## config.mk

```make
export PLATFORM = sky130hd
export DESIGN_NAME = genius_user_counter
export DESIGN_NICKNAME = d
export VERILOG_FILES = /design/src/rtl/genius_user_counter.sv
export SDC_FILE = /design/constraint.sdc
export NUM_CORES = 1
export LEC_CHECK = 0
export CORE_MARGIN = 5
export CORE_UTILIZATION = 36
export DETAILED_ROUTE_END_ITERATION = 7
export GPL_ROUTABILITY_DRIVEN = 0
export HOLD_SLACK_MARGIN = 0.05
export PLACE_DENSITY_LB_ADDON = 0.15
export SYNTH_ARGS = -nofsm -noshare
export SYNTH_HDL_FRONTEND = slang
export SYNTH_SLANG_ARGS = --single-unit
```

## constraint.sdc

```tcl
create_clock -name clk -period 1.51 [get_ports clk]
set_input_delay 0.3775 -clock clk [delete_from_list [all_inputs] [get_ports clk]]
set_output_delay 0.3775 -clock clk [all_outputs]
set_load 0.05 [all_outputs]
```

## src/rtl/genius_user_counter.sv

```systemverilog
// User-phase index counter for the Genius game: checks each key press against the stored sequence.
// Optional idle-press timeout is compiled in when USER_TIMEOUT_EN is defined.
module genius_user_counter #(
    parameter int SIZE           = 4,
    parameter int KEY_W          = 2,
    parameter int TIMEOUT_CYCLES = 1000
) (
    input  logic             clk,
    input  logic             R,
    input  logic             E,
    input  logic [SIZE-1:0]  data,
    input  logic             key_valid,
    input  logic [KEY_W-1:0] key_code,
    input  logic [KEY_W-1:0] exp_code,
    output logic [SIZE-1:0]  SEQUSER,
    output logic             end_User,
    output logic             err_User,
    output logic             busy
);

    typedef enum logic [1:0] {
        IDLE,
        WAIT,
        DONE,
        FAIL
    } state_t;

    state_t          state_q, state_nxt;
    logic [SIZE-1:0] seq_q, seq_nxt;
    logic [SIZE-1:0] last_q, last_nxt;

    if (TIMEOUT_CYCLES < 2) begin : g_bad_timeout
        $error("TIMEOUT_CYCLES must be at least 2");
    end

`ifdef USER_TIMEOUT_EN
    localparam int TW = $clog2(TIMEOUT_CYCLES + 1);

    logic [TW-1:0] timer_q, timer_nxt;
    logic          expired;

    assign expired = (timer_q == TW'(TIMEOUT_CYCLES - 1));
`endif

    always_ff @(posedge clk) begin
        if (R) begin
            state_q <= IDLE;
            seq_q   <= '0;
            last_q  <= '0;
`ifdef USER_TIMEOUT_EN
            timer_q <= '0;
`endif
        end else begin
            state_q <= state_nxt;
            seq_q   <= seq_nxt;
            last_q  <= last_nxt;
`ifdef USER_TIMEOUT_EN
            timer_q <= timer_nxt;
`endif
        end
    end

    always_comb begin
        state_nxt = state_q;
        seq_nxt   = seq_q;
        last_nxt  = last_q;
`ifdef USER_TIMEOUT_EN
        // Timer falls back to zero outside WAIT and on every press.
        timer_nxt = '0;
`endif
        case (state_q)
            IDLE: begin
                if (E) begin
                    state_nxt = WAIT;
                    last_nxt  = data;
                    seq_nxt   = '0;
                end
            end
            WAIT: begin
                if (!E) begin
                    state_nxt = IDLE;
                    seq_nxt   = '0;
                end else if (key_valid) begin
                    if (key_code != exp_code) begin
                        state_nxt = FAIL;
                    end else if (seq_q == last_q) begin
                        state_nxt = DONE;
                    end else begin
                        seq_nxt = seq_q + SIZE'(1);
                    end
                end
`ifdef USER_TIMEOUT_EN
                else if (expired) begin
                    state_nxt = FAIL;
                end else begin
                    timer_nxt = timer_q + TW'(1);
                end
`endif
            end
            DONE, FAIL: begin
                if (!E) begin
                    state_nxt = IDLE;
                    seq_nxt   = '0;
                end
            end
            default: begin
                state_nxt = IDLE;
                seq_nxt   = '0;
            end
        endcase
    end

    // Flags are decoded from the state so they can never be high together.
    assign SEQUSER  = seq_q;
    assign end_User = (state_q == DONE);
    assign err_User = (state_q == FAIL);
    assign busy     = (state_q == WAIT);

endmodule

```

[Word-level counts from Yosys, hierarchy flattened]
Index checks and enable logic that the tools add are counted.
Word-level totals
  flip-flop bits (word level): 10
  input bits: 12
  word-level logic and storage cells: 34
  output and inout bits: 7
Operators by class
  eq/ne operators: 11
  reductions and logical operators: 5
  $add $sub $neg: 1
  muxes and demuxes: 14
Operators with widths (count)
  4-bit 2-to-1 mux: 6
  2-bit 2-to-1 mux: 6
  4-bit case mux with 3 select lines: 1
  3-bit != test, second input constant: 3
  2-bit case mux with 3 select lines: 1
  5-bit AND reduction: 1
  4-bit by 1-bit adder with 4-bit output, second input constant: 1
  2-bit == test, second input constant: 2
  4-bit == test: 1
  2-bit != test, second input constant: 2
  4-bit by 2-bit != test with 1-bit output, second input constant: 1
  4-bit AND reduction: 1
  2-bit by 1-bit == test with 1-bit output, second input constant: 1
  2-bit logical NOT: 1
  2-bit != test: 1
  2-bit AND reduction: 1
  2-bit OR reduction: 1

[Longest topological paths before layout]
Gate-level depths: netlist (run 1).
  depth after elaboration: 6
  gate-level depth with buffers: 5
  mapped depth without buffers: 4

[Least setup slack after synthesis (run 1)]
No wires, ideal clock.
  kind: register to register
  start point: reg seq_q[1], in the netlist SEQUSER[1]
  end point: reg state_q[0]
  setup slack: -0.060 ns
  cell stages (with the launch flop): 5
  arrival time: 1.450 ns
  library setup time: 0.120 ns
  cell sequence: dfxtp_1 xnor2_1 and4_4 o211ai_2 o31a_1
Between the ends
  longest elaborated chain between the ends: 3
Ends and longest elaborated chain
  start: declaration: line 29  | logic [SIZE-1:0] seq_q, seq_nxt;
  start signal: assignment: line 55  | seq_q <= seq_nxt;
  4-bit == test: line 86  | end else if (seq_q == last_q) begin
  4-bit by 2-bit != test with 1-bit output (no line)
  4-bit AND reduction (no line)
  end signal: assignment: line 54  | state_q <= state_nxt;
  end: declaration: line 28  | state_t state_q, state_nxt;
Every way passes these cells.
A chain may end at the register's enable or synchronous reset.

[Final worst setup path (run 1)]
  start point: reg state_q[0]
  end point: out err_User
Between the ends
  longest elaborated chain between the ends: 1
Ends and longest elaborated chain
  2-bit == test: line 116  | assign err_User = (state_q == FAIL);
  end: declaration: line 17  | output logic err_User,
Every way passes these cells.

==> results.py, run 1 <==
metrics = {
    "outcome": {
        "status": "complete, no violations",
    },
    "synthesis": {
        "synthSimpleGateAreaFrac": 0.265,
        "postSynthAreaPerCell_um2": 9.32,
        "syn_nets": 86,
        "synth_ff_type": "dfxtp_1",
        "syn-instance-count": 73,
        "synth_enable_flop_cells": 0,
        "synth_mux_area_frac": 0.0588,
        "post_synth_num_cell_types": 36,
        "synth_top_family_by_area": "simple AND/OR/NAND/NOR gates",
        "synth-seq-cells": 10,
        "synth_compound_area_frac": 0.202,
        "synth-seq-area-share": 0.294,
        "synthXorXnorAreaFrac": 0.0993,
        "synth_area_um2": 681,
        "async_reset_ff_frac": 0,
        "synth_warnings": 0,
        "synthAdderAreaFrac": 0.0184,
    },
    "clock_network": {
        "path_clk_slew_ns": 0.06,
        "cts_root_buffer": "clkbuf_4",
        "clockBufferDepth": 2,
        "worstSkewPairLatency_ns": 0.26,
        "htreeDepth": 1,
        "cts_hold_buf": 0,
        "clock-sinks": 10,
        "cts_tree": "built",
        "cts_made_buffers": 3,
    },
    "floorplan": {
        "num_rows": 15,
        "die_h_um": 53.5,
        "dieWidth_um": 53.5,
        "die-area_um2": 2860,
        "pin_count": 19,
        "core_area_um2": 1760,
        "initial_utilization": 0.386,
    },
    "routing": {
        "vias": 643,
        "wire_per_inst_um": 13.2,
        "drc_errors": 0,
        "ant_nets": 0,
        "wirelength_mm": 1.65,
        "vias_per_cell": 5.14,
        "drt-initial-drc-count": 7,
        "drt_pre_antenna_iters": 4,
    },
    "grt": {
        "gr-total-overflow": 0,
        "grt_pass1_wl_mm": 2.78,
        "grt_pass1_vias": 609,
        "track_usage": 0.135,
        "antenna_found_initial": 0,
        "grt_max_degree": 9,
    },
    "sta": {
        "period_minus_slack_ns": 1.49,
        "hold_viol_final": 0,
        "relSlewSlack": 0.787,
        "max_freq_mhz": 670,
        "fin_skew_ns": 0.000747,
        "rsz0062_at_grt": "yes",
        "worst_slew_pin_slew_ns": 0.320,
        "setup_viol": 0,
        "drv_slew": 0,
        "finalCritPeriodShare": 0.988,
    },
    "job": {
        "maxCapViolCount": 0,
    },
    "finish": {
        "areaGrowthSynthToFinish_pct": 54.0,
        "final_nets": 115,
        "antenna_cells": 0,
        "fin_util": 0.594,
        "instances_no_fill": 125,
        "drive_gt1_frac": 0.350,
    },
    "critical_path": {
        "max_stage_delay_ns": 0.38,
        "crit_chain": "buf_4 -> and2_1 -> buf_12",
        "start_kind": "register",
        "crit_arrival_ns": 1.11,
        "setup.worst_path.end_class": "primary output",
        "rrSetupSlack_ns": 0.14,
        "cp_data_required_time_ns": 1.13,
        "cp_max_fo": 7,
        "slowest_stage": "dfxtp_4",
        "crit_type": "register to primary output",
    },
    "place": {
        "io_buffers": 18,
        "dp_hpwl_mm": 1.32,
        "dpl.cell_count": 122,
    },
    "worst_hold_path": {
        "hold_path_class": "primary input to register",
    },
    "power_and_ir_drop": {
        "max-vdd-ir-drop_mv": 0.505,
        "p_per_area_nw_per_um2": 778,
        "leakagePower_uw": 0.000404,
    },
}
==> repair_timing <==
item / 4_1_cts / 5_1_grt
endpoints found under the setup margin: 3 / 4
setup buffers: 0 / 0
resized for setup: 3 / 2
==> state kept, by name, summed over array words and instances (netlist names) <==
signal	cells
state_q	2
SEQUSER	4
last_q	4
==> final timing paths <==
path	startpoint	end	depth (start not counted)
setup / recovery	state_q[0]$_SDFFE_PP0P_	err_User	3
hold / removal	E	state_q[1]$_SDFFE_PP0P_	3
setup reg to reg	SEQUSER[2]$_SDFFE_PP0P_	SEQUSER[2]$_SDFFE_PP0P_	4
hold reg to reg	last_q[2]$_SDFFE_PP0P_	last_q[2]$_SDFFE_PP0P_	2
==> logic make-up (layout without fill, tap and decap cells) <==
group           count (synthesis)  after routing
simple gates                   28             28
compound gates                 16             16
flops                          10             10
buf+inv                         8             35
xor+xnor                        6              6
mux                             4              4
fa+ha+maj                       1              1
==> critical path: cells and delay by family (launching register included) <==
family        cells  cell delay [ns]
buf+inv           2             0.30
simple gates      1             0.18
flops             1             0.38
==> cell usage in the layout (no fill, tap or decap), types with 2 or more instances in the layout <==
| master | count |
|---|---|
| and2_1 | 2 |
| buf_12 | 7 |
| buf_4 | 9 |
| clkbuf_4 | 3 |
| clkdlybuf4s50_1 | 10 |
| dfxtp_1 | 5 |
| dfxtp_2 | 4 |
| inv_1 | 5 |
| mux2i_1 | 4 |
| nand2_1 | 4 |
| nand3_1 | 2 |
| nand4_1 | 4 |
| nor2_1 | 6 |
| o2111ai_1 | 2 |
| o211ai_1 | 3 |
| xnor2_1 | 4 |
| xnor2_2 | 2 |
==> synthesized netlist by cell type, types with 2 or more instances <==
master / count / share of area
dfxtp_1: 10 / 0.29
nor2_1: 7 / 0.039
inv_1: 5 / 0.028
mux2i_1: 4 / 0.059
nand2_1: 4 / 0.022
nand4_1: 4 / 0.037
xnor2_1: 4 / 0.051
o211ai_1: 3 / 0.033
and2_1: 2 / 0.018
nand3_1: 2 / 0.015
o2111ai_1: 2 / 0.026
xnor2_2: 2 / 0.048
==> stage by stage <==
stage               setup WS [ns]  area [µm²]  power, µW  hold WS (ns)  setup TNS (ns)
global placement           -0.199        1010        635         0.496           -1.53
finish                     0.0176        1050        815         0.488               0
global route              -0.0539        1050        866         0.481         -0.0886
floorplan                 -0.0331         687        505         0.482         -0.0331
detailed placement         -0.228        1010        637         0.511           -1.80
CTS                       0.00698        1040        826         0.527               0
==> layout make-up <==
class / count / area [µm²]
multi-input cells: 55 / 447
fillers: 171 / 716
well taps: 25 / 31.3
clock buffers: 3 / 22.5
flip-flops and latches: 10 / 209
repair buffers: 27 / 320
inverters: 5 / 18.8
==> report_power, final <==
| group | internal [µW] | leakage (µW) | switching [µW] |
|---|---|---|---|
| clock network | 92.1 | 0.0000138 | 88.4 |
| registers | 285 | 0.0000842 | 37.3 |
| logic | 161 | 0.000306 | 151 |
==> layer usage <==
layer	up-vias	global-route usage	share of wire
met5	-	0	0
met4	0	0.0426	0.021
met3	5	0.0535	0.055
met2	15	0.214	0.46
met1	302	0.165	0.47
li1	321	-	-
No activity file was read; power rests on OpenSTA's default activity.
==> run 2: changes to the inputs <==
--- a/config.mk
+++ b/config.mk
@@ -5,8 +5,10 @@
 export SDC_FILE = /design/constraint.sdc
 export NUM_CORES = 1
 export LEC_CHECK = 0
+export CELL_PAD_IN_SITES_DETAIL_PLACEMENT = 1
+export CELL_PAD_IN_SITES_GLOBAL_PLACEMENT = 2
 export CORE_MARGIN = 5
-export CORE_UTILIZATION = 36
+export CORE_UTILIZATION = 27
 export DETAILED_ROUTE_END_ITERATION = 7
 export GPL_ROUTABILITY_DRIVEN = 0
 export HOLD_SLACK_MARGIN = 0.05
==> results.py, run 2 (synthesis gave the netlist of run 1 again) <==
metrics = {
    "place": {
        "io_buffers": 18,
        "dpl_cell_area_um2": 1050,
        "dp_hpwl_mm": 1.51,
    },
    "clock_network": {
        "cts_root_buffer": "clkbuf_4",
        "worstSkewPairLatency_ns": 0.26,
        "cts_hold_buf": 0,
        "htreeDepth": 1,
        "clockBufferDepth": 2,
        "clock-sinks": 10,
        "cts_tree": "built",
        "path_clk_slew_ns": 0.07,
        "cts_made_buffers": 3,
    },
    "critical_path": {
        "cp_max_fo": 6,
        "start_kind": "register",
        "slowest_stage": "dfxtp_2",
        "r2r_end": "state_q[0]$_SDFFE_PP0P_",
        "cp_data_required_time_ns": 1.13,
        "setup.worst_path.end_class": "primary output",
        "crit_type": "register to primary output",
        "crit_chain": "buf_4 -> nor2_4 -> buf_12",
        "rrSetupSlack_ns": 0.19,
        "max_stage_delay_ns": 0.36,
        "timing.rr.start": "SEQUSER[2]$_SDFFE_PP0P_",
        "rr_worst_depth": 4,
        "timing.critical_path.from": "state_q[0]$_SDFFE_PP0P_",
        "crit_path_end": "end_User",
        "crit_arrival_ns": 1.05,
    },
    "routing": {
        "vias": 667,
        "drc_errors": 0,
        "wirelength_mm": 1.93,
        "drt-initial-drc-count": 33,
        "wire_per_inst_um": 14.2,
        "vias_per_cell": 4.90,
        "drt_pre_antenna_iters": 4,
        "ant_nets": 0,
    },
    "sta": {
        "finalCritPeriodShare": 0.948,
        "worst_slew_pin_slew_ns": 0.205,
        "rsz0062_at_grt": "no",
        "fin_skew_ns": 0.00320,
        "whs_ns": 0.529,
        "drv_slew": 0,
        "hold_viol_final": 0,
        "max_freq_mhz": 699,
        "relSlewSlack": 0.863,
        "setup_viol": 0,
        "period_minus_slack_ns": 1.43,
        "fin_setup_tns_ns": 0,
    },
    "floorplan": {
        "dieWidth_um": 60.2,
        "num_rows": 18,
        "die-area_um2": 3630,
        "core_area_um2": 2450,
        "pin_count": 19,
        "die_h_um": 60.2,
        "initial_utilization": 0.277,
    },
    "finish": {
        "mostFrequentLayoutCell": "buf_4",
        "areaGrowthSynthToFinish_pct": 62.9,
        "register_area_um2": 209,
        "final_nets": 120,
        "antenna_cells": 0,
        "nFillCells": 289,
        "fin_util": 0.452,
        "drive_gt1_frac": 0.387,
        "stdcell_area_um2": 1110,
        "final_cell_mix": "buf_4, clkdlybuf4s50_1, buf_12, nor2_1",
        "multi_input_area_um2": 452,
    },
    "power_and_ir_drop": {
        "p_per_area_nw_per_um2": 800,
        "leakagePower_uw": 0.000427,
        "max-vdd-ir-drop_mv": 0.857,
        "power.total_uw": 887,
    },
    "job": {
        "maxCapViolCount": 0,
    },
    "grt": {
        "grt_pass1_vias": 659,
        "grt_pass1_wl_mm": 3.11,
        "gr-total-overflow": 0,
        "antenna_found_initial": 0,
        "grt_max_degree": 9,
        "track_usage": 0.118,
    },
    "worst_hold_path": {
        "hold_start": "last_q[2]$_SDFFE_PP0P_",
        "hold_path_class": "register to register",
    },
    "outcome": {
        "status": "complete, no violations",
    },
}
run 2: cell count changes in the layout (fill, tap and decap cells not counted):
cell and delta:
nor2_2 -1, clkdlybuf4s50_1 +1, dlymetal6s2s_1 -1, clkbuf_8 +1
buf_4 +5, nor2_4 +1
run 2: worst min-delay path by stage:
stage / endpoint / slack [ns] / cells past startpoint
5_1_grt: SEQUSER[0]$_SDFFE_PP0P_ / 0.59 / 2
2_1_floorplan: last_q[1]$_SDFFE_PP0P_ / 0.48 / 2
3_3_place_gp: last_q[2]$_SDFFE_PP0P_ / 0.50 / 2
3_5_place_dp: last_q[2]$_SDFFE_PP0P_ / 0.51 / 2
4_1_cts: last_q[2]$_SDFFE_PP0P_ / 0.53 / 2
6_report: last_q[2]$_SDFFE_PP0P_ / 0.53 / 2
run 2: cell type report:
class | count | share of cell area
Sequential cell | 10 | 0.188
Clock buffer | 4 | 0.0327
Multi-Input combinational cell | 55 | 0.407
Timing Repair Buffer | 32 | 0.321
Tap cell | 30 | 0.0339
Inverter | 5 | 0.0169
run 2: critical path: cells and delay by family (launching register included):
| family | cells | cell delay, ns |
|---|---|---|
| flip-flops | 1 | 0.36 |
| buffers and inverters | 2 | 0.32 |
| AND/OR/NAND/NOR | 1 | 0.12 |
run 2: metrics by stage:
stage | std cells | setup WS, ns
floorplan | 73 | -0.0331
global placement | 131 | -0.214
detailed placement | 131 | -0.226
CTS | 135 | 0.0344
global route | 136 | 0.0116
finish | 136 | 0.0791
run 2: repair_timing:
| action | in CTS | in global routing |
|---|---|---|
| gates resized for setup | 2 | 3 |
| endpoints found under the setup margin | 2 | 3 |
| buffers inserted | 0 | 1 |
| pin swaps | 0 | 0 |
run 2: layer usage:
metal	vias up	wire length, µm	track usage
li1	329	-	-
met1	320	908	0.168
met2	16	883	0.162
met3	2	124	0.0518
met4	0	13	0.0285
met5	-	0	0
run 2: power breakdown:
part | switching (µW) | internal [µW] | total (µW) | leakage (µW)
Sequential | 38.1 | 285 | 323 | 0.0000842
Combinational | 154 | 170 | 324 | 0.000322
Clock | 94.0 | 146 | 240 | 0.0000210
Total | 286 | 601 | 887 | 0.000427
==> run 3: changes to the inputs <==
--- a/config.mk
+++ b/config.mk
@@ -7,9 +7,10 @@
 export LEC_CHECK = 0
 export CELL_PAD_IN_SITES_DETAIL_PLACEMENT = 1
 export CELL_PAD_IN_SITES_GLOBAL_PLACEMENT = 2
-export CORE_MARGIN = 5
-export CORE_UTILIZATION = 27
+export CORE_MARGIN = 3
+export CORE_UTILIZATION = 35
 export DETAILED_ROUTE_END_ITERATION = 7
+export DONT_BUFFER_PORTS = 1
 export GPL_ROUTABILITY_DRIVEN = 0
 export HOLD_SLACK_MARGIN = 0.05
 export PLACE_DENSITY_LB_ADDON = 0.15
==> results.py, run 3 (synthesis gave the netlist of run 1 again) <==
metrics = {
    "critical_path": {
        "rr_worst_depth": 4,
        "crit_chain": "buf_4 -> nor2b_4 -> buf_6",
        "crit_type": "register to primary output",
        "cp_data_required_time_ns": 1.13,
        "path_buf_inv": 2,
        "crit_cells": 3,
        "max_stage_delay_ns": 0.38,
        "critPathTopFamily": "flip-flops",
        "start_kind": "register",
        "crit_arrival_ns": 1.06,
        "setup.worst_path.end_class": "primary output",
        "cp_max_fo": 9,
        "slowest_stage": "dfxtp_4",
    },
    "sta": {
        "worst_slew_pin_slew_ns": 0.319,
        "fin_skew_ns": 0.00902,
        "relSlewSlack": 0.787,
        "period_minus_slack_ns": 1.43,
        "drv_slew": 0,
        "finalCritPeriodShare": 0.949,
        "setup_viol": 0,
        "fin_setup_tns_ns": 0,
        "max_freq_mhz": 698,
        "rsz0062_at_grt": "no",
        "whs_ns": 0.171,
        "hold_viol_final": 0,
    },
    "clock_network": {
        "cts_made_buffers": 3,
        "cts_root_buffer": "clkbuf_4",
        "clockBufferDepth": 2,
        "clock-sinks": 10,
        "htreeDepth": 1,
        "worstSkewPairLatency_ns": 0.27,
        "path_clk_slew_ns": 0.06,
        "cts_tree": "built",
    },
    "routing": {
        "vias": 575,
        "wirelength_mm": 1.55,
        "drc_errors": 0,
        "drt_pre_antenna_iters": 4,
        "wire_per_inst_um": 14.5,
        "ant_nets": 0,
        "drt-initial-drc-count": 5,
        "vias_per_cell": 5.37,
    },
    "finish": {
        "antenna_cells": 0,
        "instances_no_fill": 107,
        "stdcell_area_um2": 832,
        "final_nets": 96,
        "nFillCells": 206,
        "mostFrequentLayoutCell": "nor2_1",
        "final_cell_mix": "nor2_1, dfxtp_1, inv_1, buf_4",
        "drive_gt1_frac": 0.329,
        "areaGrowthSynthToFinish_pct": 22.2,
    },
    "place": {
        "dp_hpwl_mm": 1.24,
        "dpl_cell_area_um2": 779,
        "io_buffers": 0,
        "dpl.cell_count": 103,
    },
    "grt": {
        "antenna_found_initial": 0,
        "grt.busiest_layer": "met2",
        "grt_pass1_vias": 594,
        "gr-total-overflow": 0,
        "met1_usage": 0.172,
        "grt_pass1_wl_mm": 2.69,
        "track_usage": 0.140,
        "met2_usage": 0.226,
        "use_met3": 0.0665,
        "grt_max_degree": 10,
    },
    "floorplan": {
        "initial_utilization": 0.382,
        "core_area_um2": 1780,
        "die_h_um": 50.1,
        "dieWidth_um": 50.1,
        "num_rows": 15,
        "pin_count": 19,
        "die-area_um2": 2510,
    },
    "outcome": {
        "status": "complete, no violations",
    },
    "worst_hold_path": {
        "hold_depth": 1,
        "hold_path_class": "primary input to register",
    },
    "power_and_ir_drop": {
        "power.total_uw": 798,
        "p_per_area_nw_per_um2": 959,
        "max-vdd-ir-drop_mv": 0.525,
        "leakagePower_uw": 0.000306,
    },
    "job": {
        "maxCapViolCount": 0,
    },
}
## run 3: what timing repair did
action | in CTS | in global routing
setup buffers | 0 | 0
gates resized for setup | 3 | 3
endpoints found under the setup margin | 3 | 2
gates cloned | 0 | 0
hold buffers | 0 | 0
## run 3: worst paths after layout
path / endpoint / start / slack (ns)
setup / recovery: busy / state_q[1]$_SDFFE_PP0P_ / 0.08
hold / removal: SEQUSER[2]$_SDFFE_PP0P_ / R / 0.17
setup reg to reg: state_q[0]$_SDFFE_PP0P_ / SEQUSER[2]$_SDFFE_PP0P_ / 0.22
hold reg to reg: SEQUSER[0]$_SDFFE_PP0P_ / SEQUSER[0]$_SDFFE_PP0P_ / 0.53
## run 3: power by group
| part | total (µW) | internal [µW] | switching, µW |
|---|---|---|---|
| registers | 318 | 284 | 34.0 |
| clock network | 247 | 146 | 100 |
| logic | 234 | 99.9 | 134 |
| total | 798 | 530 | 268 |
## run 3: area by class of cell
| type | count | area [µm²] | share of cell area |
|---|---|---|---|
| tap | 25 | 31.3 | 0.0376 |
| multi-input combinational | 55 | 445 | 0.535 |
| timing repair buffer | 8 | 88.8 | 0.107 |
| sequential | 10 | 211 | 0.254 |
| inverter | 5 | 18.8 | 0.0226 |
| clock buffer | 4 | 36.3 | 0.0436 |
## run 3: metal layers
metal  vias to the layer above  wire length, µm
li1                        281                -
met1                       280              702
met2                        14              739
met3                         0              110
met4                         0                0
met5                         -                0
## run 3: per-stage QoR
| step | util | setup slack (ns) |
|---|---|---|
| 2_1_floorplan | - | -0.0331 |
| 3_3_place_gp | 0.437 | 0.172 |
| 3_5_place_dp | 0.437 | 0.140 |
| 4_1_cts | 0.460 | 0.0132 |
| 5_1_grt | 0.467 | 0.0150 |
| 6_report | 0.467 | 0.0773 |
